**src/rtl/mips_pkg.sv**
```systemverilog
// Shared encodings for the multicycle MIPS controller: states, opcodes, select fields.
package mips_pkg;

  localparam int unsigned OP_W    = 6;
  localparam int unsigned FN_W    = 6;
  localparam int unsigned STATE_W = 3;
  localparam int unsigned ALUOP_W = 3;
  localparam int unsigned SEL_W   = 2;

  typedef enum logic [STATE_W-1:0] {
    S_FETCH  = 3'd0,
    S_DECODE = 3'd1,
    S_EXEC   = 3'd2,
    S_MEM_RD = 3'd3,
    S_MEM_WR = 3'd4,
    S_WB     = 3'd5
  } state_t;

  localparam logic [OP_W-1:0] OP_RTYPE = 6'b000000;
  localparam logic [OP_W-1:0] OP_ORI   = 6'b001101;
  localparam logic [OP_W-1:0] OP_LW    = 6'b100011;
  localparam logic [OP_W-1:0] OP_SW    = 6'b101011;
  localparam logic [OP_W-1:0] OP_BEQ   = 6'b000100;
  localparam logic [OP_W-1:0] OP_LUI   = 6'b001111;
  localparam logic [OP_W-1:0] OP_J     = 6'b000010;
  localparam logic [OP_W-1:0] OP_ADDI  = 6'b001000;

  localparam logic [FN_W-1:0] FN_ADDU = 6'b100001;
  localparam logic [FN_W-1:0] FN_SUBU = 6'b100011;
  localparam logic [FN_W-1:0] FN_SLT  = 6'b101010;

  typedef enum logic [ALUOP_W-1:0] {
    ALU_ADD = 3'b000,
    ALU_SUB = 3'b001,
    ALU_OR  = 3'b010,
    ALU_SLT = 3'b011,
    ALU_LUI = 3'b100
  } aluop_t;

  typedef enum logic [SEL_W-1:0] {EXT_ZERO = 2'b00, EXT_SIGN = 2'b01, EXT_HIGH = 2'b10} extop_t;
  typedef enum logic [SEL_W-1:0] {GPR_RT = 2'b00, GPR_RD = 2'b01} gprsel_t;
  typedef enum logic [SEL_W-1:0] {WD_ALU = 2'b00, WD_DM = 2'b01} wdsel_t;
  typedef enum logic [SEL_W-1:0] {NPC_PC4 = 2'b00, NPC_BRANCH = 2'b01, NPC_JUMP = 2'b10} npcop_t;

  typedef enum logic [3:0] {
    C_ILLEGAL, C_RTYPE, C_ORI, C_LW, C_SW, C_BEQ, C_LUI, C_J, C_ADDI
  } iclass_t;

  // Static datapath selects that depend only on the instruction, not the state.
  typedef struct packed {
    aluop_t  aluop;
    extop_t  extop;
    logic    bsel;
    gprsel_t gprsel;
    wdsel_t  wdsel;
  } sel_t;

endpackage

```
**src/rtl/main_decoder.sv**
```systemverilog
// Combinational opcode/funct decode to instruction class and static selects.
// addi is decoded only when CTRL_ADDI_OVF_EN is defined.
module main_decoder
  import mips_pkg::*;
(
  input  logic [OP_W-1:0] opcode,
  input  logic [FN_W-1:0] funct,
  output iclass_t         iclass,
  output sel_t            sel
);

  always_comb begin
    iclass = C_ILLEGAL;
    sel    = '0;
    case (opcode)
      OP_RTYPE: begin
        case (funct)
          FN_ADDU: begin iclass = C_RTYPE; sel.aluop = ALU_ADD; sel.gprsel = GPR_RD; end
          FN_SUBU: begin iclass = C_RTYPE; sel.aluop = ALU_SUB; sel.gprsel = GPR_RD; end
          FN_SLT:  begin iclass = C_RTYPE; sel.aluop = ALU_SLT; sel.gprsel = GPR_RD; end
          default: ;
        endcase
      end
      OP_ORI: begin
        iclass = C_ORI; sel.aluop = ALU_OR; sel.extop = EXT_ZERO; sel.bsel = 1'b1;
      end
      OP_LW: begin
        iclass = C_LW; sel.aluop = ALU_ADD; sel.extop = EXT_SIGN; sel.bsel = 1'b1;
        sel.wdsel = WD_DM;
      end
      OP_SW: begin
        iclass = C_SW; sel.aluop = ALU_ADD; sel.extop = EXT_SIGN; sel.bsel = 1'b1;
      end
      OP_BEQ: begin
        iclass = C_BEQ; sel.aluop = ALU_SUB; sel.extop = EXT_SIGN;
      end
      OP_LUI: begin
        iclass = C_LUI; sel.aluop = ALU_LUI; sel.extop = EXT_HIGH; sel.bsel = 1'b1;
      end
      OP_J: iclass = C_J;
`ifdef CTRL_ADDI_OVF_EN
      OP_ADDI: begin
        iclass = C_ADDI; sel.aluop = ALU_ADD; sel.extop = EXT_SIGN; sel.bsel = 1'b1;
      end
`endif
      default: ;
    endcase
  end

endmodule

```
**src/rtl/multicycle_ctrl.sv**
```systemverilog
// Multicycle MIPS control FSM (FETCH/DECODE/EXEC/MEM_RD/MEM_WR/WB).
// Define CTRL_ADDI_OVF_EN to add addi with overflow-suppressed register write.
module multicycle_ctrl
  import mips_pkg::*;
(
  input  logic               clk,
  input  logic               rst,
  input  logic [OP_W-1:0]    opcode,
  input  logic [FN_W-1:0]    funct,
  input  logic               zero,
  input  logic               overflow,
  input  logic               dm_ready,
  output logic               pcwr,
  output logic               irwr,
  output logic               gprwr,
  output logic               dmwr,
  output logic               dmrd,
  output logic [ALUOP_W-1:0] aluop,
  output logic [SEL_W-1:0]   extop,
  output logic [SEL_W-1:0]   gprsel,
  output logic [SEL_W-1:0]   wdsel,
  output logic [SEL_W-1:0]   npcop,
  output logic               bsel,
  output logic               illegal,
  output logic [STATE_W-1:0] state
);

  state_t          state_q, state_d;
  logic [OP_W-1:0] opcode_q, dec_op;
  logic [FN_W-1:0] funct_q, dec_fn;
  iclass_t         iclass;
  sel_t            sel;
  logic            sel_en;
  logic            ovf_block;

  // DECODE looks at the live IR fields; every later state uses the latched copy.
  assign dec_op = (state_q == S_DECODE) ? opcode : opcode_q;
  assign dec_fn = (state_q == S_DECODE) ? funct  : funct_q;

  main_decoder u_main_decoder (
    .opcode (dec_op),
    .funct  (dec_fn),
    .iclass (iclass),
    .sel    (sel)
  );

`ifdef CTRL_ADDI_OVF_EN
  assign ovf_block = (iclass == C_ADDI) && overflow;
`else
  logic unused_overflow;
  assign unused_overflow = overflow;
  assign ovf_block       = 1'b0;
`endif

  always_ff @(posedge clk or posedge rst) begin
    if (rst) begin
      state_q  <= S_FETCH;
      opcode_q <= '0;
      funct_q  <= '0;
    end else begin
      state_q <= state_d;
      if (state_q == S_DECODE) begin
        opcode_q <= opcode;
        funct_q  <= funct;
      end
    end
  end

  // Next state and outputs; everything is forced low while rst is high.
  always_comb begin
    state_d = state_q;
    pcwr    = 1'b0;
    irwr    = 1'b0;
    gprwr   = 1'b0;
    dmwr    = 1'b0;
    dmrd    = 1'b0;
    illegal = 1'b0;
    npcop   = SEL_W'(NPC_PC4);
    sel_en  = 1'b0;
    aluop   = '0;
    extop   = '0;
    gprsel  = '0;
    wdsel   = '0;
    bsel    = 1'b0;
    state   = STATE_W'(state_q);
    if (!rst) begin
      case (state_q)
        S_FETCH: begin
          irwr    = 1'b1;
          state_d = S_DECODE;
        end
        S_DECODE: begin
          if (iclass == C_J) begin
            pcwr    = 1'b1;
            npcop   = SEL_W'(NPC_JUMP);
            state_d = S_FETCH;
          end else if (iclass == C_ILLEGAL) begin
            illegal = 1'b1;
            pcwr    = 1'b1;
            state_d = S_FETCH;
          end else begin
            state_d = S_EXEC;
          end
        end
        S_EXEC: begin
          sel_en = 1'b1;
          case (iclass)
            C_BEQ: begin
              pcwr    = 1'b1;
              npcop   = zero ? SEL_W'(NPC_BRANCH) : SEL_W'(NPC_PC4);
              state_d = S_FETCH;
            end
            C_LW:    state_d = S_MEM_RD;
            C_SW:    state_d = S_MEM_WR;
            default: state_d = S_WB;
          endcase
        end
        S_MEM_RD: begin
          sel_en = 1'b1;
          dmrd   = 1'b1;
          if (dm_ready) state_d = S_WB;
        end
        S_MEM_WR: begin
          sel_en = 1'b1;
          dmwr   = 1'b1;
          if (dm_ready) begin
            pcwr    = 1'b1;
            state_d = S_FETCH;
          end
        end
        S_WB: begin
          sel_en  = 1'b1;
          gprwr   = !ovf_block;
          pcwr    = 1'b1;
          state_d = S_FETCH;
        end
        default: state_d = S_FETCH;
      endcase
      if (sel_en) begin
        aluop  = ALUOP_W'(sel.aluop);
        extop  = SEL_W'(sel.extop);
        gprsel = SEL_W'(sel.gprsel);
        wdsel  = SEL_W'(sel.wdsel);
        bsel   = sel.bsel;
      end
    end
  end

endmodule

```
**config.mk**
```make
export PLATFORM = sky130hd
export DESIGN_NAME = multicycle_ctrl
export DESIGN_NICKNAME = d
export VERILOG_FILES = /design/src/rtl/mips_pkg.sv /design/src/rtl/main_decoder.sv /design/src/rtl/multicycle_ctrl.sv
export SDC_FILE = /design/constraint.sdc
export NUM_CORES = 1
export LEC_CHECK = 0
export BUFFER_PORTS_ARGS = -buffer_cell sky130_fd_sc_hd__buf_2
export CELL_PAD_IN_SITES_DETAIL_PLACEMENT = 0
export CELL_PAD_IN_SITES_GLOBAL_PLACEMENT = 2
export CORE_MARGIN = 2
export CORE_UTILIZATION = 31
export CTS_CLUSTER_SIZE = 16
export DETAILED_ROUTE_END_ITERATION = 16
export PLACE_DENSITY_LB_ADDON = 0.1
export REMOVE_ABC_BUFFERS = 1
export SYNTH_ARGS = -nofsm -noshare
export SYNTH_HDL_FRONTEND = slang
export SYNTH_SLANG_ARGS = --single-unit
```
**constraint.sdc**
```tcl
create_clock -name clk -period 4.2 [get_ports clk]
set_input_delay 0.84 -clock clk [delete_from_list [all_inputs] [get_ports clk]]
set_output_delay 0.84 -clock clk [all_outputs]
set_load 0.02 [all_outputs]
```
* Word-level counts from Yosys, hierarchy flattened
Index checks and enable logic that the tools add are counted.
** Storage, ports and cells
- Memory bits (read-only) :: 0
- Latch bits :: 0
- Memory bits (writable) :: 0
- Flip-flop bits (word level) :: 15
- Input bits :: 17
- Memories kept :: 0
- Logic and storage cells :: 83
** Operators by class
- $mul :: 0
- Reductions and logical operators :: 8
- Bitwise operators :: 1
- Add/subtract/negate cells :: 0
- Div/mod/pow operators :: 0
- Mux-type cells :: 51
- Shift operators :: 0
- Magnitude comparators :: 0
- Eq/ne operators :: 20
** Operator list (number)
- equality test 6 bit, second input constant :: 5
- one-hot mux 4 bit (7 select lines) :: 1
- two-way mux 1 bit :: 27
- two-way mux 2 bit :: 10
- one-hot mux 3 bit (5 select lines) :: 1
- equality test 4 x 3 -> 1 bit, second input constant :: 3
- equality test 6 x 4 -> 1 bit, second input constant :: 2
- two-way mux 3 bit :: 4
- two-way mux 6 bit :: 2
- one-hot mux 2 bit (2 select lines) :: 3
- one-hot mux 3 bit (4 select lines) :: 1
- one-hot mux 3 bit (3 select lines) :: 1
- OR reduction 4 bit :: 2
- equality test 3 x 2 -> 1 bit, second input constant :: 2
- equality test 3 bit, second input constant :: 2
- equality test 6 x 2 -> 1 bit, second input constant :: 1
- equality test 6 x 3 -> 1 bit, second input constant :: 1
- zero test 6 bit :: 1
- OR reduction 3 bit :: 2
- equality test 4 x 2 -> 1 bit, second input constant :: 1
- zero test 4 bit :: 1
- != test 2 bit, second input constant :: 2
- one-hot mux 1 bit (4 select lines) :: 1
- equality test 3 x 1 -> 1 bit, second input constant :: 1
- other kinds (3) :: 3

* Longest topological paths before layout
- Depth in word-level cells :: 11
- Gate-level depth with buffers :: 8

* Cells and area by module
Synthesis repeated with hierarchy kept, for this count alone.
** Second synthesis, totals
- Cells, all modules :: 142
- Area total of the unflattened synthesis :: 1193.6 µm²
** Modules (own cells, without submodules)
- multicycle_ctrl :: area an instance 855.8 µm², cells each 85, times used 1
- main_decoder :: area an instance 337.8 µm², cells each 57, times used 1

* Worst setup path before layout
No wires, ideal clock.
- Kind :: input to output
- Start point :: in opcode[4]
- End point :: out aluop[0]
- Arrival :: 2.295 ns
- Data required time :: 3.360 ns
- Setup slack :: 1.065 ns
- Stages on the path :: 5
- Cell sequence :: or4_1 nor4_4 o221ai_2 nand2b_1 a21oi_1
** Between the ends
- Word-level cells in the longest chain between the ends :: 5
** Ends and longest elaborated chain
- start, declared :: RTL line multicycle_ctrl.sv:8 : input logic [OP_W-1:0] opcode,
- two-way mux 6 bit (*)
- equality test 6 x 4 -> 1 bit (tied with other cells) :: RTL line main_decoder.sv:15 : case (opcode)
- one-hot mux 3 bit (4 select lines) (*) :: RTL line main_decoder.sv:15
- two-way mux 3 bit (*) :: RTL line multicycle_ctrl.sv:139 : if (sel_en) begin
- two-way mux 3 bit (*) :: RTL line multicycle_ctrl.sv:86 : if (!rst) begin
- end, declared :: RTL line multicycle_ctrl.sv:18 : output logic [ALUOP_W-1:0] aluop,
Every way passes the cells marked *; elsewhere a longest branch is shown, timed or not.

* Final worst setup path
- Start point :: reg state_q[0] (netlist: state[0])
- End point :: out pcwr
** Between the ends
- Word-level cells in the longest chain between the ends :: 11
** Ends and longest elaborated chain
- start, declared :: RTL line multicycle_ctrl.sv:28 : state_t state_q, state_d;
- start signal, assigned :: RTL line multicycle_ctrl.sv:61 : state_q <= state_d;
- equality test 3 x 1 -> 1 bit :: RTL line multicycle_ctrl.sv:37, multicycle_ctrl.sv:38, multicycle_ctrl.sv:87
- two-way mux 6 bit
- equality test 6 bit :: RTL line main_decoder.sv:17 : case (funct)
- OR reduction 3 bit (no line)
- two-way mux 1 bit :: RTL line main_decoder.sv:17
- one-hot mux 4 bit (7 select lines) :: RTL line main_decoder.sv:15
- zero test 4 bit :: RTL line multicycle_ctrl.sv:97 : end else if (iclass == C_ILLEGAL) begin
- two-way mux 1 bit :: RTL line multicycle_ctrl.sv:97
- two-way mux 1 bit :: RTL line multicycle_ctrl.sv:93 : if (iclass == C_J) begin
- one-hot mux 1 bit (4 select lines) (*) :: RTL line multicycle_ctrl.sv:87 : case (state_q)
- two-way mux 1 bit (*) :: RTL line multicycle_ctrl.sv:86
- end, declared :: RTL line multicycle_ctrl.sv:13 : output logic pcwr,
Marks and branches as above.

==> results.md <==
* Syn Inst Count at 158
* Tot GR Track Use at 0.1727
* Largest net degree at the start of global routing at 20
* Die area at ~0.0046 mm2
* Synth cell types at 51
* H-tree depth at 1
* Initial Util at 0.3182
* Mapped Area at 0.001264 mm2
* Top-area cell type share of the netlist area at 0.2970
* 1st-iter DRT viols at 92
* Fin crit period at 3.670 ns
* Setup ws final at 0.5300 ns
* Rel. slew slack at 0.6029
* Synth warn at 0
* CTS buffer count at 3
* CTS Buffer Depth at 2
* Unrepaired setup endpoints after global routing: no
* N_diodes at 0
* Sequential area share after synthesis at 0.2970
* Leakage power at 0.6818 nW
* Hold buffer count at CTS at 0
* Wirelength per Cell at around 15 um
* DRC at 0
* Final Cycle Share at 0.8738
* TritonCTS clock tree: done
* Mapped Avg Cell Area at 7.998 um2
* Area Growth Syn to Fin at 19.70%
* Slew @ Worst Pin at 0.5956 ns
* Pins Over Slew Limit at 0
* Fin util at 0.3809
* Global-route wire length before repair at 5.878 mm
* Final setup viols at 0
* Critical Path Source Type: flop
* CTS clk-pin slew, worst paths at 0.07 ns
* Core area at 0.003971 mm2
* Post-synth top area cell: dfrtp_1
* Pwr Density at 766.5 mW/mm2
* Number of synthesized register bits at 15
* Max-cap check violation count at 0
* Status: finished, final reports clean
* Antenna violations before repair at 0
* Total chip power at 0.001160 W
* Total iterations of the first detailed-routing run at 4
* Die Wd at slightly below 70 um
* CTS sink count at 15
* GP Congestion at 0.9150
* ANT nets after route at 0
* Worst vdd ir at 0.3188 mV
* Fin. Hold Viols at 0
* Layout cells sized above 1 at 0.2827
* Vias in the first global route at 1,157
* Setup TNS at 0 ns
* Top cells by area, synth: dfrtp_1 (30%), nand2_1 (8.9%), nor3_1 (3.6%)
* Total global routing overflow at 0
* DRT Wirelength at 3.645 mm
* CP required at 3.36 ns
* Hold WS at 0.4736 ns
* Max Clk Rate at between 0.2 and 0.3 GHz
* Via density at 5.398
* HPWL Detailed at 2.813 mm
* CP max FO at 14
* # IOs at 38
* Worst setup path category: flop to output port
* Nets at 212
* Most frequent cells in the layout: buf_2 (34), nand2_1 (30), dfrtp_1 (15)
* Clock latency on the worst-skew pair at 0.25 ns
* Resized Gates After CTS at 0
* Vias at roughly 1,300
* Port Buffers at 34
* Worst path arrival time at 2.83 ns
* Commonest non-fill, non-tap cell in the layout: buf_2
* Worst Setup End Kind: output port
* Die height at 67.85 um
* Post-CTS Setup Bufs at 0
* Rows at 23
* Final Skew at approximately 0.0019 ns
* Placement Setup Slack at 0.7936 ns
* Root Driver: clkbuf_8
* Tightest Hold Check Type: flop to flop
-- power breakdown --
part	internal, W	switching, W
sequential	0.000220	0.000109
combinational	0.000259	0.000448
clock	0.0000674	0.0000560
-- path summary, 6_finish.rpt --
kind / startpoint / endpoint / slack [ns] / depth (start not counted)
worst max-delay path: state[0] / pcwr / 0.53 / 7
max in group asynchronous: rst / opcode_q[3] / 3.33 / 3
worst min-delay path: funct_q[5] / funct_q[5] / 0.47 / 2
worst max register to register: state[0] / state[1] / 1.59 / 6
worst min register to register: funct_q[5] / funct_q[5] / 0.47 / 2
min in group asynchronous: rst / state[2] / 0.67 / 3
-- cell type report --
cell class	count	area, um2
Fill cell	442	2459
Multi-Input combinational cell	126	799.5
Sequential cell	15	375.4
Timing Repair Buffer	38	200.2
Tap cell	50	62.56
Clock buffer	4	45.04
Inverter	8	30.03
-- routing by layer --
layer  share of wire  GRT usage  up-vias
met5               0          0        -
li1                -          -      640
met1            0.49     0.2576      623
met4           0.012    0.05250        0
met3           0.048    0.03454        5
met2            0.45     0.2488       33
-- stage by stage --
stage	area, um2	cells
after floorplan	1205	149
after global placement	1468	237
after detailed placement	1468	237
after CTS	1513	241
after global routing	1513	241
final	1513	241
-- critical path, stage by stage, from the launching register on --
cell and delay [ns]:
dfrtp_1 0.58, nor3b_2 0.58, mux2i_1 0.48, o311ai_0 0.25, a31oi_2 0.28, o21ai_2 0.11
o22ai_1 0.12, buf_2 0.18
-- kinds of logic after synthesis --
family / Yosys count / share of synthesized area
xor gates and xnor gates: 2 / 0.01386
and+or+nand+nor: 85 / 0.3743
buffers and inverters: 18 / 0.07326
DFF: 15 / 0.2970
adders and majority gates: 3 / 0.02971
muxes: 4 / 0.03267
AOI/OAI and AO/OA: 30 / 0.1762
other: 1 / 0.002967
-- flip-flops by register name (all words and copies together), names as in the netlist --
name and flops:
funct_q 6, opcode_q 6, state 3
-- Yosys cell counts, drive strengths merged --
master / count
mux2: 1
or2: 4
o211ai: 1
conb: 1
a311o: 1
mux2i: 3
o2111ai: 1
nand2: 30
o2111a: 1
a22oi: 2
or4: 1
inv: 8
nor3: 9
a31oi: 3
nor4: 8
nor4b: 1
ha: 3
o21a: 1
nor3b: 2
nor2: 11
o22ai: 2
o41ai: 1
buf: 6
a32o: 1
xnor2: 2
dfrtp: 15
a21oi: 7
nand2b: 2
nand3: 4
and2: 1
and3: 2
o21ai: 4
o221ai: 2
or4b: 1
a211oi: 1
nand3b: 2
or3: 3
clkbuf: 4
nand4bb: 1
o31ai: 1
and4: 1
or3b: 2
o311ai: 1
Power figures use the tool's default switching activity.
